<file path="src/rtl/serial_adder.sv">
`default_nettype none
// ============================================================================
// Module   : serial_adder
// Brief    : Bit-serial adder/subtractor, LSB first through one full-adder cell.
// Revision : 1.0 - initial release
// ============================================================================
module serial_adder #(
  parameter int WIDTH = 8
) (
  input  logic             clk,
  input  logic             rst_n,
  input  logic             start,
  input  logic             sub,
  input  logic [WIDTH-1:0] a,
  input  logic [WIDTH-1:0] b,
  input  logic             cin,
  output logic             busy,
  output logic             done,
  output logic [WIDTH-1:0] sum,
  output logic             cout,
  output logic             ovf
);

  localparam int CW = (WIDTH > 1) ? $clog2(WIDTH) : 1;
  localparam logic [CW-1:0] C_LAST = CW'(WIDTH - 1);

  typedef enum logic [1:0] {
    S_IDLE = 2'd0,
    S_RUN  = 2'd1,
    S_DONE = 2'd2
  } state_t;

  state_t           r_state;
  logic [WIDTH-1:0] r_a;
  logic [WIDTH-1:0] r_b;
  logic [WIDTH-1:0] r_sum;
  logic [CW-1:0]    r_cnt;
  logic             r_carry;
  logic             r_busy;
  logic             r_done;
  logic             r_cout;
  logic             r_ovf;

  logic w_x;
  logic w_y;
  logic w_s;
  logic w_c;

  // Single full-adder cell fed by the bit selected by the counter.
  assign w_x = r_a[r_cnt];
  assign w_y = r_b[r_cnt];
  assign w_s = w_x ^ w_y ^ r_carry;
  assign w_c = (w_x & w_y) | (w_x & r_carry) | (w_y & r_carry);

  always_ff @(posedge clk or negedge rst_n) begin
    if (!rst_n) begin
      r_state <= S_IDLE;
      r_a     <= '0;
      r_b     <= '0;
      r_sum   <= '0;
      r_cnt   <= '0;
      r_carry <= 1'b0;
      r_busy  <= 1'b0;
      r_done  <= 1'b0;
      r_cout  <= 1'b0;
      r_ovf   <= 1'b0;
    end else begin
      case (r_state)
        S_IDLE, S_DONE: begin
          r_done <= 1'b0;
          if (start) begin
            // Subtraction is a + ~b + ~cin, so invert b and the carry here.
            r_a     <= a;
            r_b     <= b ^ {WIDTH{sub}};
            r_carry <= cin ^ sub;
            r_cnt   <= '0;
            r_sum   <= '0;
            r_state <= S_RUN;
            r_busy  <= 1'b1;
          end else begin
            r_state <= S_IDLE;
            r_busy  <= 1'b0;
          end
        end
        S_RUN: begin
          r_sum[r_cnt] <= w_s;
          r_carry      <= w_c;
          if (r_cnt == C_LAST) begin
            // r_carry is the carry into the MSB at this point.
            r_cout  <= w_c;
            r_ovf   <= r_carry ^ w_c;
            r_state <= S_DONE;
            r_busy  <= 1'b0;
            r_done  <= 1'b1;
          end else begin
            r_cnt <= r_cnt + CW'(1);
          end
        end
        default: begin
          r_state <= S_IDLE;
          r_busy  <= 1'b0;
          r_done  <= 1'b0;
        end
      endcase
    end
  end

  assign busy = r_busy;
  assign done = r_done;
  assign sum  = r_sum;
  assign cout = r_cout;
  assign ovf  = r_ovf;

endmodule
`default_nettype wire
</file>
<file path="config.mk">
export PLATFORM = sky130hd
export DESIGN_NAME = serial_adder
export DESIGN_NICKNAME = d
export VERILOG_FILES = /design/src/rtl/serial_adder.sv
export SDC_FILE = /design/constraint.sdc
export NUM_CORES = 1
export LEC_CHECK = 0
export ABC_AREA = 1
export CORE_MARGIN = 2
export CORE_UTILIZATION = 50
export CTS_CLUSTER_SIZE = 20
export DETAILED_ROUTE_END_ITERATION = 10
export GPL_ROUTABILITY_DRIVEN = 1
export PLACE_DENSITY = 0.78
export SLEW_MARGIN = 20
export SYNTH_ARGS = -nofsm -noshare
export SYNTH_HDL_FRONTEND = slang
export SYNTH_SLANG_ARGS = --single-unit
export TNS_END_PERCENT = 5
</file>
<file path="constraint.sdc">
create_clock -name clk -period 4.1 [get_ports clk]
set_input_delay 0.82 -clock clk [delete_from_list [all_inputs] [get_ports clk]]
set_output_delay 0.82 -clock clk [all_outputs]
set_load 0.1 [all_outputs]
</file>
Word-level counts from Yosys, hierarchy flattened --
Index checks and enable logic that the tools add are counted.
Cells by class: divide/modulo/power cells 0, reduce and logical (&&, ||, !) cells 8, add/subtract/negate cells 1, muxes and demuxes 22, shift-type cells 0, equality and inequality tests 6, bitwise operators 10, multiply operators 0, magnitude comparators 2
Operators with widths (number):
- one-hot mux 8 bit (2 select lines) | 1
- 2-to-1 mux 1 bit | 9
- bitwise mux 8 bit | 1
- 2-to-1 mux 8 bit | 1
- bitwise XOR 8 bit | 1
- binary-select mux 1 bit (select 3 bit) | 2
- 2-to-1 mux 3 bit | 2
- != test 2 bit, second input constant | 3
- one-hot mux 3 bit (2 select lines) | 1
- AND reduction 2 bit | 3
- < comparator 3 x 4 -> 1 bit, second input constant | 1
- one-hot mux 1 bit (2 select lines) | 2
- one-hot mux 2 bit (2 select lines) | 1
- bitwise XOR 1 bit | 4
- adder 3 x 1 -> 3 bit, second input constant | 1
- AND 1 bit | 3
- demux 1 bit (select 3 bit) | 1
- == test 3 bit, second input constant | 1
- >= comparator 3 x 1 -> 1 bit, second input constant | 1
- AND reduction 3 bit | 1
- == test 2 x 1 -> 1 bit, second input constant | 1
- == test 2 bit, second input constant | 1
- zero test 2 bit | 1
- 2-to-1 mux 2 bit | 1
- other kinds (4) | 5
Word-level totals: input bits 21, bits in read-only memories 0, register bits after elaboration 34, bits in writable memories 0, memories kept 0, latch bits 0, word-level logic and storage cells 59

Logic depth before layout (Yosys ltp) --
Gate-level depths: netlist of run 1.
depth after elaboration 6, gate-level depth with buffers 13

Worst setup path after synthesis of run 1 --
OpenSTA, ideal clock, no wires.
kind register -> register, from reg r_cnt[2], to reg r_sum[7], in the netlist sum[7], setup time 0.123 ns, slack 2.249 ns, cell stages (with the launch flop) 11, required time 3.977 ns, buffers on the path 0, arrival 1.728 ns, clock period less this slack 1.851 ns, path through dfrtp_1 > nor2_1 > nand3_1 > nand2_1 > inv_2 > nand2_1 > nor2_1 > fa_1 > inv_1 > o31ai_1 > inv_1
On the way: cells in the longest elaborated chain, start to end 6, elaborated cells between the ends (all ways) 13, those cells by class order compare (2); mux (8); bitwise (2); reduce/logical (1)
RTL lines:
- start: declaration | RTL line 37 | logic [CW-1:0] r_cnt;
- start signal: assignment | RTL line 96 | r_cnt <= r_cnt + CW'(1);
- < comparator 3 x 4 -> 1 bit (implied by the code), or another cell as far along | RTL line 86 | r_sum[r_cnt] <= w_s;
- logical AND 1 bit (implied by the code), or another cell as far along | RTL line 86
- 2-to-1 mux 1 bit (implied by the code) / bitwise XOR 1 bit (equally long branches) | RTL line 86, 52
- demux 1 bit (select 3 bit) / bitwise XOR 1 bit (equally long branches) | RTL line 86, 52
- bitwise mux 8 bit * | RTL line 86
- one-hot mux 8 bit (2 select lines) * | RTL line 68 | case (r_state)
- end signal: indexed assignment | RTL line 86
- end: declaration | RTL line 36 | logic [WIDTH-1:0] r_sum;
Mark *: on every way between the ends. The rest lies on a longest branch, timed or not. The select of a mux whose other input is x is not followed. A chain may end at the register's enable or synchronous reset.

Final worst setup path of run 1 --
from reg r_sum[3], in the netlist sum[3], to out sum[3]
RTL lines:
- end: declaration | RTL line 19 | output logic [WIDTH-1:0] sum,
No word-level cell between the ends.

==> results of run 1 <==
flip-flops by register name, indices dropped and copies added, names as in the netlist, 3 cells and up:
| signal | count |
|---|---|
| r_a | 8 |
| r_b | 8 |
| sum | 8 |
| r_cnt | 3 |
final cells by class:
cell class	count	area, µm²	share of cell area, %
flip-flops and latches	33	826	40.1
multi-input cells	147	714	34.7
repair buffers	33	328	15.9
clock buffers	7	65.1	3.16
inverters	17	63.8	3.10
well taps	44	55.1	2.68
clock inverters	1	5.00	0.243
path summary, 6_finish.rpt:
kind / cells past startpoint / startpoint / to
min: 2 / busy / busy
min reg2reg: 2 / busy / busy
min in group asynchronous: 2 / rst_n / r_b[1]
max: 1 / sum[3] / sum[3]
max in group asynchronous: 2 / rst_n / sum[3]
max reg2reg: 12 / r_cnt[0] / sum[4]
power breakdown:
group	internal (mW)	leakage [nW]	switching (mW)	total, mW
Combinational	0.279	0.544	0.713	0.992
Sequential	0.469	0.416	0.121	0.591
Clock	0.0993	0.0413	0.107	0.207
Total	0.847	1.00	0.942	1.79
layer usage:
metal | part of all wire [%] | routed length (µm)
met5 | 0 | 0
met4 | 0.46 | 14
met3 | 5.1 | 154
met2 | 47 | 1410
met1 | 48 | 1450
layout by cell type, fill, tap and decap left out, drive strengths merged:
cell type / Yosys / final
nand4: 4 / 4
clkbuf: 0 / 7
nand2: 81 / 81
o22ai: 6 / 6
nand3: 12 / 12
clkinv: 1 / 2
a21oi: 1 / 1
fa: 1 / 1
clkdlybuf4s50: 0 / 32
xnor2: 8 / 8
o21ai: 19 / 19
or2: 1 / 1
buf: 8 / 1
dfrtp: 33 / 33
o31ai: 1 / 1
inv: 16 / 16
ha: 2 / 2
nor2: 11 / 11
stage by stage:
stage | instance area (µm²) | power, mW | hold WS (ps) | cells | setup WS (ps)
3_3_place_gp | 1990 | 1.57 | 454 | 274 | 1830
5_1_grt | 2060 | 1.94 | 502 | 282 | 1370
3_5_place_dp | 1990 | 1.59 | 463 | 274 | 1790
4_1_cts | 2060 | 1.80 | 488 | 282 | 1450
2_1_floorplan | 1650 | 1.37 | 441 | 205 | 2250
6_report | 2060 | 1.79 | 483 | 282 | 1460
cells by family after synthesis:
family,after synthesis
AND/OR/NAND/NOR,109
flip-flops,33
AO/OA/AOI/OAI,27
buffers and inverters,25
XOR/XNOR,8
adder cells (fa/ha/maj),3
==> flow_metrics.py, run 1 <==
metrics = {
    "floorplanning": {
        "starting_utilization_of_the_core_area_pct": 53.1,
        "top_level_ports": 33,
        "floorplan.rows": 20,
        "die-area_mm2": 0.00377,
        "die_y_um": 61.4,
        "core_box_area_mm2": 0.00310,
        "chipWidth_um": 61.4,
    },
    "clock_tree": {
        "clock_tree.root_cell": "sky130_fd_sc_hd__clkbuf_4",
        "tritoncts": "yes",
        "tritoncts_num_sinks": 33,
        "clk_path_buf_depth": 2,
        "ctsResizeCount": 0,
        "post_cts_buffers": 0,
        "cts.hold.buffers_added": 0,
        "insertion_delay_ps": 330,
        "cts_made_buffers": 5,
        "clkSlewWorstSetupHoldPaths_ps": 100,
        "h-tree-depth": 2,
    },
    "yosys": {
        "synth_adder_area_share_pct": 2.73,
        "synthDominantCellAreaShare_pct": 50.1,
        "post-synth-top-count-cell": "sky130_fd_sc_hd__nand2_1",
        "top_ff_cell_synth": "sky130_fd_sc_hd__dfrtp_1",
        "largest_cells_by_area_after_synthesis": "sky130_fd_sc_hd__dfrtp_1 50%, sky130_fd_sc_hd__nand2_1 18%, sky130_fd_sc_hd__xnor2_1 4.2%, sky130_fd_sc_hd__o21ai_0 3.9%, sky130_fd_sc_hd__nand3_1 3.3%",
        "yosys.area_share.simple_pct": 27.5,
        "synth-seq-cells": 33,
        "yosys-mux-area-fraction_pct": 0,
        "synth_top_family_by_area": "simple AND/OR/NAND/NOR gates",
        "ys_top_cells_by_count": "79 x sky130_fd_sc_hd__nand2_1, 33 x sky130_fd_sc_hd__dfrtp_1, 13 x sky130_fd_sc_hd__o21ai_0, 11 x sky130_fd_sc_hd__nand3_1",
        "synth_seq_area_share_pct": 50.1,
        "post_synth_xor_area_fraction_pct": 4.25,
        "synth_enable_flop_cells": 0,
        "synth_compound_gate_area_share_pct": 8.80,
        "synth.lib_cells_used.distinct": 22,
        "synth.cell_area_mm2": 0.00165,
        "post_synth_inst_count": 205,
        "yosys_warnings": 0,
        "syn-num-nets": 229,
        "post_synth.cell_area_avg_um2": 8.04,
        "async_flop_share_pct": 100,
        "yosysTopAreaCell": "sky130_fd_sc_hd__dfrtp_1",
    },
    "global_route": {
        "met3_global_route_usage_pct": 8.19,
        "grt.total_usage_pct": 19.4,
        "initial_antenna_violation_count": 0,
        "first_global_vias": 1229,
        "grt_use_met2_pct": 29.8,
        "globalRouteMet1Util_pct": 25.4,
        "pin_count_of_the_biggest_net_entering_global_routing": 37,
        "grt_first_pass_wirelength_um": 5260,
        "grt_overflow_total": 0,
        "busiest_layer": "met2",
    },
    "worst_setup_path": {
        "timing.critical_path.to_type": "output port",
        "worst-path-buf-inv": 1,
        "slowest_stage_delay_on_critical_path_ps": 1130,
        "path_delay_family": "buffers and inverters",
        "ff2ff_setup_slack_ps": 1840,
        "worst-endpoint-required_ps": 3280,
        "worstPathCellList": "clkdlybuf4s50_1",
        "cp_data_arrival_time_ps": 1820,
        "critical_path_class": "reg -> out",
        "critical_path.slowest_cell": "sky130_fd_sc_hd__clkdlybuf4s50_1",
        "setup.worst_path.start_class": "flop",
        "crit_fanout": 2,
    },
    "timing": {
        "shortest_period_the_worst_path_allows_ps": 2640,
        "period_share_pct": 64.3,
        "final-setup-viol-count": 0,
        "slew_headroom_pct": 35.7,
        "finalSetupTns_ps": 0,
        "pins_over_their_slew_limit": 0,
        "worstMarginPinSlew_ps": 961,
        "timing.clock.skew_ps": 6.56,
        "unrepaired_setup_endpoints_after_global_routing": "no",
        "hold_viol_final": 0,
        "fmax_ghz": 0.379,
    },
    "detailed_routing": {
        "drt_wl_total_um": 3030,
        "drt_pre_antenna_iters": 4,
        "route.vias.total": 1374,
        "remaining_drc_errors": 0,
        "avgRoutedWirePerCell_um": 10.7,
        "detail-route-antenna-nets": 0,
        "avgViaCountPerCell": 4.87,
        "detailedRoute.firstIterationViolations": 41,
    },
    "power_and_ir_drop": {
        "power_density_mw_per_mm2": 870,
        "cellLeakagePower_nw": 1.00,
        "max-vdd-ir-drop_mv": 0.313,
    },
    "layout": {
        "drive_gt1_share_pct": 7.98,
        "utilization_pct": 66.3,
        "final.fill_count": 291,
        "final_nets": 261,
        "syn_to_final_growth_pct": 24.7,
        "insertedDiodeCount": 0,
    },
    "place": {
        "buffer_ports.inserted": 32,
        "detailed_place_hpwl_um": 2070,
        "gp_congestion": 0.768,
    },
    "worst_hold_path": {
        "worstHoldPathType": "reg -> reg",
    },
    "run_status": {
        "status": "completed",
    },
    "flow_run": {
        "cap_violations": 0,
    },
}
(Power assumes the default switching activity.)
==> run 2, diff against run 1 <==
--- a/config.mk
+++ b/config.mk
@@ -7,11 +7,11 @@
 export LEC_CHECK = 0
 export ABC_AREA = 1
 export CORE_MARGIN = 2
-export CORE_UTILIZATION = 50
+export CORE_UTILIZATION = 46
 export CTS_CLUSTER_SIZE = 20
 export DETAILED_ROUTE_END_ITERATION = 10
 export GPL_ROUTABILITY_DRIVEN = 1
-export PLACE_DENSITY = 0.78
+export PLACE_DENSITY = 0.75
 export SLEW_MARGIN = 20
 export SYNTH_ARGS = -nofsm -noshare
 export SYNTH_HDL_FRONTEND = slang
==> constraint.sdc (replaced) <==
create_clock -name clk -period 2.3 [get_ports clk]
set_input_delay 0.46 -clock clk [delete_from_list [all_inputs] [get_ports clk]]
set_output_delay 0.46 -clock clk [all_outputs]
set_load 0.1 [all_outputs]
==> run 2 against run 1 <==
Effect of this change:
- routed wire length rose by 3.0%
- sequential cell count is the same
- register-to-register slack worse by 1600 ps
- clock skew rose by 2.4 ps
- global-route usage down 2.1 points
- largest cell class unchanged
- non-clock buffer count up 3
- largest power group unchanged
- combinational power grew 83%
- setup slack worse by 1300 ps
- design area decreased by 0.79%
- final cell count increased by 1.4%
==> flow_metrics.py, run 2 (synthesized netlist as in run 1, its figures left out) <==
metrics = {
    "run_status": {
        "status": "completed",
    },
    "layout": {
        "drive_gt1_share_pct": 13.8,
        "syn_to_final_growth_pct": 23.7,
        "final_common_cell": "sky130_fd_sc_hd__nand2_1",
        "insertedDiodeCount": 0,
        "layout_common_cells": "79 x sky130_fd_sc_hd__nand2_1, 32 x sky130_fd_sc_hd__dfrtp_1, 20 x sky130_fd_sc_hd__clkdlybuf4s50_1, 16 x sky130_fd_sc_hd__buf_4, 13 x sky130_fd_sc_hd__o21ai_0",
        "final_nets": 264,
    },
    "global_route": {
        "grt_overflow_total": 0,
        "grt_first_pass_wirelength_um": 5420,
        "grt.total_usage_pct": 17.3,
        "first_global_vias": 1182,
        "initial_antenna_violation_count": 0,
        "pin_count_of_the_biggest_net_entering_global_routing": 34,
    },
    "place": {
        "detailed_place_hpwl_um": 2160,
        "buffer_ports.inserted": 32,
        "gp_congestion": 0.808,
    },
    "timing": {
        "shortest_period_the_worst_path_allows_ps": 2090,
        "period_share_pct": 90.9,
        "finalSetupTns_ps": 0,
        "worstMarginPinSlew_ps": 496,
        "slew_headroom_pct": 66.8,
        "fmax_ghz": 0.478,
        "timing.clock.skew_ps": 8.93,
        "final-setup-viol-count": 0,
        "unrepaired_setup_endpoints_after_global_routing": "no",
        "hold_viol_final": 0,
        "pins_over_their_slew_limit": 0,
        "fin_hold_ws_ps": 485,
    },
    "detailed_routing": {
        "detailedRoute.firstIterationViolations": 78,
        "drt_pre_antenna_iters": 4,
        "detail-route-antenna-nets": 0,
        "route.vias.total": 1383,
        "drt_wl_total_um": 3120,
        "remaining_drc_errors": 0,
        "avgRoutedWirePerCell_um": 10.9,
        "avgViaCountPerCell": 4.84,
    },
    "worst_setup_path": {
        "setup.worst_path.start_class": "flop",
        "worst-endpoint-required_ps": 2560,
        "timing.critical_path.to_type": "flop",
        "critical_path_class": "reg -> reg",
        "cp_data_arrival_time_ps": 2350,
        "crit_fanout": 8,
    },
    "floorplanning": {
        "die_y_um": 63.9,
        "chipWidth_um": 63.9,
        "core_box_area_mm2": 0.00339,
        "top_level_ports": 33,
        "floorplan.rows": 21,
        "die-area_mm2": 0.00408,
        "starting_utilization_of_the_core_area_pct": 48.7,
    },
    "power_and_ir_drop": {
        "power_density_mw_per_mm2": 1550,
        "max-vdd-ir-drop_mv": 0.677,
        "totalPowerFinal_mw": 3.17,
        "cellLeakagePower_nw": 1.02,
    },
    "clock_tree": {
        "clock_tree.root_cell": "sky130_fd_sc_hd__clkbuf_4",
        "tritoncts_num_sinks": 33,
        "clk_path_buf_depth": 2,
        "tritoncts": "yes",
        "clkSlewWorstSetupHoldPaths_ps": 90,
        "h-tree-depth": 2,
        "cts_made_buffers": 5,
        "insertion_delay_ps": 340,
        "cts.hold.buffers_added": 0,
    },
    "flow_run": {
        "cap_violations": 0,
    },
    "worst_hold_path": {
        "worstHoldPathType": "reg -> reg",
    },
}
## run 2: changes by cell type in the layout (fill, tap and decap cells not counted)
cell and change:
sky130_fd_sc_hd__clkbuf_1 +1, sky130_fd_sc_hd__inv_4 +1, sky130_fd_sc_hd__clkbuf_8 -1, sky130_fd_sc_hd__dfrtp_1 -1, sky130_fd_sc_hd__buf_4 +15, sky130_fd_sc_hd__clkinv_2 -1
sky130_fd_sc_hd__dfrtp_2 +1, sky130_fd_sc_hd__inv_2 -1, sky130_fd_sc_hd__clkdlybuf4s50_1 -12
## run 2: what timing repair did
action                                  4_1_cts  5_1_grt
endpoints found under the setup margin        0        7
gates resized for setup                       0        2
buffers inserted                              0        0
## run 2: layer usage
layer	global-route usage, %	routed length, µm
met3	5.63	143
met2	24.6	1340
met4	8.42	64
met5	0	0
met1	23.6	1570
## run 2: worst max-delay path, cell delays in order, from the launching register on
cell and delay (ps):
sky130_fd_sc_hd__dfrtp_1 490, sky130_fd_sc_hd__nor2_1 310, sky130_fd_sc_hd__nand3_1 110, sky130_fd_sc_hd__nand2_1 90
sky130_fd_sc_hd__inv_2 30, sky130_fd_sc_hd__nand2_1 50, sky130_fd_sc_hd__nor2_1 50, sky130_fd_sc_hd__fa_1 430
sky130_fd_sc_hd__inv_1 100, sky130_fd_sc_hd__nand2_1 150, sky130_fd_sc_hd__o22ai_1 210
## run 2: final cells by class
cell class	count	area (µm²)
multi-input cells	147	714
fillers	306	1350
clock buffers	7	55.1
well taps	46	57.6
inverters	17	66.3
repair buffers	36	320
flip-flops and latches	33	827
## run 2: worst paths after layout
kind | start | to | slack, ps | cells past startpoint
max reg2reg | r_cnt[2] | sum[2] | 210 | 10
min in group asynchronous | rst_n | r_state[0] | 510 | 2
max | r_cnt[2] | sum[2] | 210 | 10
min reg2reg | r_a[6] | r_a[6] | 490 | 2
max in group asynchronous | rst_n | r_cnt[0] | 1480 | 2
min | r_a[6] | r_a[6] | 490 | 2
## run 2: stage by stage
step                util [%]  worst slack, ps  area (µm²)  std cells
floorplan                  -              449        1650        205
global placement        58.5              265        1980        279
detailed placement      58.5              187        1980        279
CTS                     60.1              164        2040        286
global route            60.2             48.1        2040        286
finish                  60.2              210        2040        286
## run 2: where the power goes
group | total [mW] | switching (mW) | internal (mW)
Sequential | 1.03 | 0.187 | 0.841
Clock | 0.325 | 0.181 | 0.144
Combinational | 1.82 | 1.32 | 0.502
Total | 3.17 | 1.68 | 1.49
==> RTL change (flow settings as in run 2) <==
Register the inputs `start`, `sub`, `a`, `b` and `cin` before use, cleared by the reset. The logic sees them one clock later.
--- a/src/rtl/serial_adder.sv
+++ b/src/rtl/serial_adder.sv
@@ -29,6 +29,28 @@
     S_RUN  = 2'd1,
     S_DONE = 2'd2
   } state_t;
+
+  logic start_q;
+  logic sub_q;
+  logic [WIDTH-1:0] a_q;
+  logic [WIDTH-1:0] b_q;
+  logic cin_q;
+
+  always_ff @(posedge clk or negedge rst_n) begin
+    if (!rst_n) begin
+      start_q <= '0;
+      sub_q   <= '0;
+      a_q     <= '0;
+      b_q     <= '0;
+      cin_q   <= '0;
+    end else begin
+      start_q <= start;
+      sub_q   <= sub;
+      a_q     <= a;
+      b_q     <= b;
+      cin_q   <= cin;
+    end
+  end
 
   state_t           r_state;
   logic [WIDTH-1:0] r_a;
@@ -68,11 +90,11 @@
       case (r_state)
         S_IDLE, S_DONE: begin
           r_done <= 1'b0;
-          if (start) begin
+          if (start_q) begin
             // Subtraction is a + ~b + ~cin, so invert b and the carry here.
-            r_a     <= a;
-            r_b     <= b ^ {WIDTH{sub}};
-            r_carry <= cin ^ sub;
+            r_a     <= a_q;
+            r_b     <= b_q ^ {WIDTH{sub_q}};
+            r_carry <= cin_q ^ sub_q;
             r_cnt   <= '0;
             r_sum   <= '0;
             r_state <= S_RUN;
Formal check against the unedited RTL: not equivalent (a bounded check fails within 4 cycles, from zero or initial values and one cycle with rst_n low).
==> RTL change against run 2 <==
- power up 11%
- sequential cell count increased by 19
- global-route usage decreased by 1.9 points
- utilization fell by 3.1 points
- clock skew up 2.7 ps
- setup slack improved by 2.3 ps
- largest cell class unchanged
- design area up 23%
- synthesized area is 30% higher
- routed wire length rose by 14%
- count of clock-buffer cells in the layout grew 1
==> RTL change: results (changes against run 2) <==
outcome -> complete, no violations (unchanged)
share of cells above drive strength 1 -> 10.5% (was 13.8%)
Post-Syn Nets -> 247 (was 229)
distinct cell type count after synthesis -> 23 (was 22)
vias per cell -> 4.98 (was 4.84)
GRT Util Overall -> 15.3% (was 17.3%)
placed insts -> 300 (was 279)
WL met2 -> 1700 um (was 1340 um)
WL/cell -> 11.5 um (was 10.9 um)
critical path peak fanout -> 13 (was 8)
met1 WL -> 1620 um (was 1570 um)
# diodes -> 0 (unchanged)
Hold Crit Class -> in2async (was reg2reg)
antenna violations before repair -> 0 (unchanged)
H-tree levels -> 2 (unchanged)
top cells by area, synth -> dfrtp_1 (61%), nand2_1 (14%), o21ai_0 (3.7%) (was dfrtp_1 (50%), nand2_1 (18%), xnor2_1 (4.2%))
critical path data arrival time -> 2320 ps (was 2350 ps)
Leak Pwr -> 1.25 nW (was 1.02 nW)
Nets -> 279 (was 264)
clock root cell -> clkbuf_8 (was clkbuf_4)
Finished Layout Cells -> 308 (was 286)
detailed placement HPWL -> 2460 um (was 2160 um)
Clk Latency, worst-skew pair -> 310 ps (was 340 ps)
Max IR drop VDD -> 0.433 mV (was 0.677 mV)
vias in the first global route -> 1409 (was 1182)
sequential fraction of the synthesis area -> 60.9% (was 50.1%)
Met3 Routed Length -> 154 um (was 143 um)
Synth async-reset ratio -> 100% (unchanged)
Post-Route Skew -> 11.6 ps (was 8.93 ps)
Cells after Synth -> 223 (was 205)
Yosys Warn Count -> 0 (unchanged)
gpl congestion -> 0.821 (was 0.808)
first-pass GRT wire length -> 6160 um (was 5420 um)
pin count of the biggest net entering global routing -> 53 (was 34)
Slew Limit Headroom -> 58.5% (was 66.8%)
CTS Buf Count -> 5 (unchanged)
top cells by count, synth -> nand2_1 (77), dfrtp_1 (52), o21ai_0 (16) (was nand2_1 (79), dfrtp_1 (33), o21ai_0 (13))
initial drt markers -> 58 (was 78)
Max Used Layer -> met4 (unchanged)
-- RTL change: cell count changes in the layout (fill, tap and decap cells not counted), sizes merged --
cell           before  now
dfrtp              33   52
nand2              81   79
clkbuf              7    8
nand3              12   14
o22ai               6    5
or2                 1    0
clkdlybuf4s50      20   19
buf                16   15
-- RTL change: final timing paths --
check	endpoint	depth (start not counted)	slack, ps	from
max	sum[1]	10	210	r_cnt[1]
min	r_state[1]	2	250	rst_n
max reg2reg	sum[1]	10	210	r_cnt[1]
min reg2reg	r_a[0]	2	450	a_q[0]
max in group asynchronous	b_q[0]	2	1630	rst_n
min in group clk	r_a[0]	2	450	a_q[0]
-- RTL change: cell families (layout without fill, tap and decap cells) --
group | count (synthesis) | in the layout | synth area share [%]
simple gates | 108 | 108 | 20.9
flops | 52 | 52 | 60.9
compound gates | 26 | 26 | 6.50
buf+inv | 26 | 59 | 6.33
xor+xnor | 8 | 8 | 3.28
fa+ha+maj | 3 | 3 | 2.11
-- RTL change: cell type report --
class	instances	area [sq um]
well taps	52	65.1
flip-flops and latches	52	1300
multi-input cells	145	699
inverters	17	63.8
fillers	382	1890
clock buffers	8	90.1
repair buffers	34	300
-- RTL change: critical path, stage by stage, from the launching register on --
cell	delay (ps)
dfrtp_1	610
inv_1	150
nand2_1	100
nor2_1	40
nand2_1	50
nand3_1	60
nor2_1	140
fa_1	460
inv_1	90
nand2_1	120
o22ai_1	190
-- RTL change: where the power goes --
part | internal [mW] | leakage (nW) | switching, mW | total, mW
combinational | 0.457 | 0.569 | 1.18 | 1.63
clock | 0.246 | 0.0455 | 0.274 | 0.519
sequential | 1.18 | 0.640 | 0.196 | 1.37
-- RTL change: metal layers --
| metal | track usage [%] | up-vias |
|---|---|---|
| li1 | - | 773 |
| met1 | 19.5 | 722 |
| met2 | 24.6 | 33 |
| met3 | 4.31 | 5 |
| met4 | 6.92 | 0 |
| met5 | 0 | - |
-- RTL change: per-stage QoR --
| stage | worst slack, ps | power, mW | utilization, % | cell area [sq um] |
|---|---|---|---|---|
| floorplan | 417 | 2.71 | - | 2140 |
| global placement | 300 | 2.98 | 55.0 | 2430 |
| detailed placement | 257 | 3.03 | 55.0 | 2430 |
| CTS | 233 | 3.55 | 57.1 | 2520 |
| global route | 36.8 | 3.81 | 57.1 | 2520 |
| finish | 212 | 3.53 | 57.1 | 2520 |
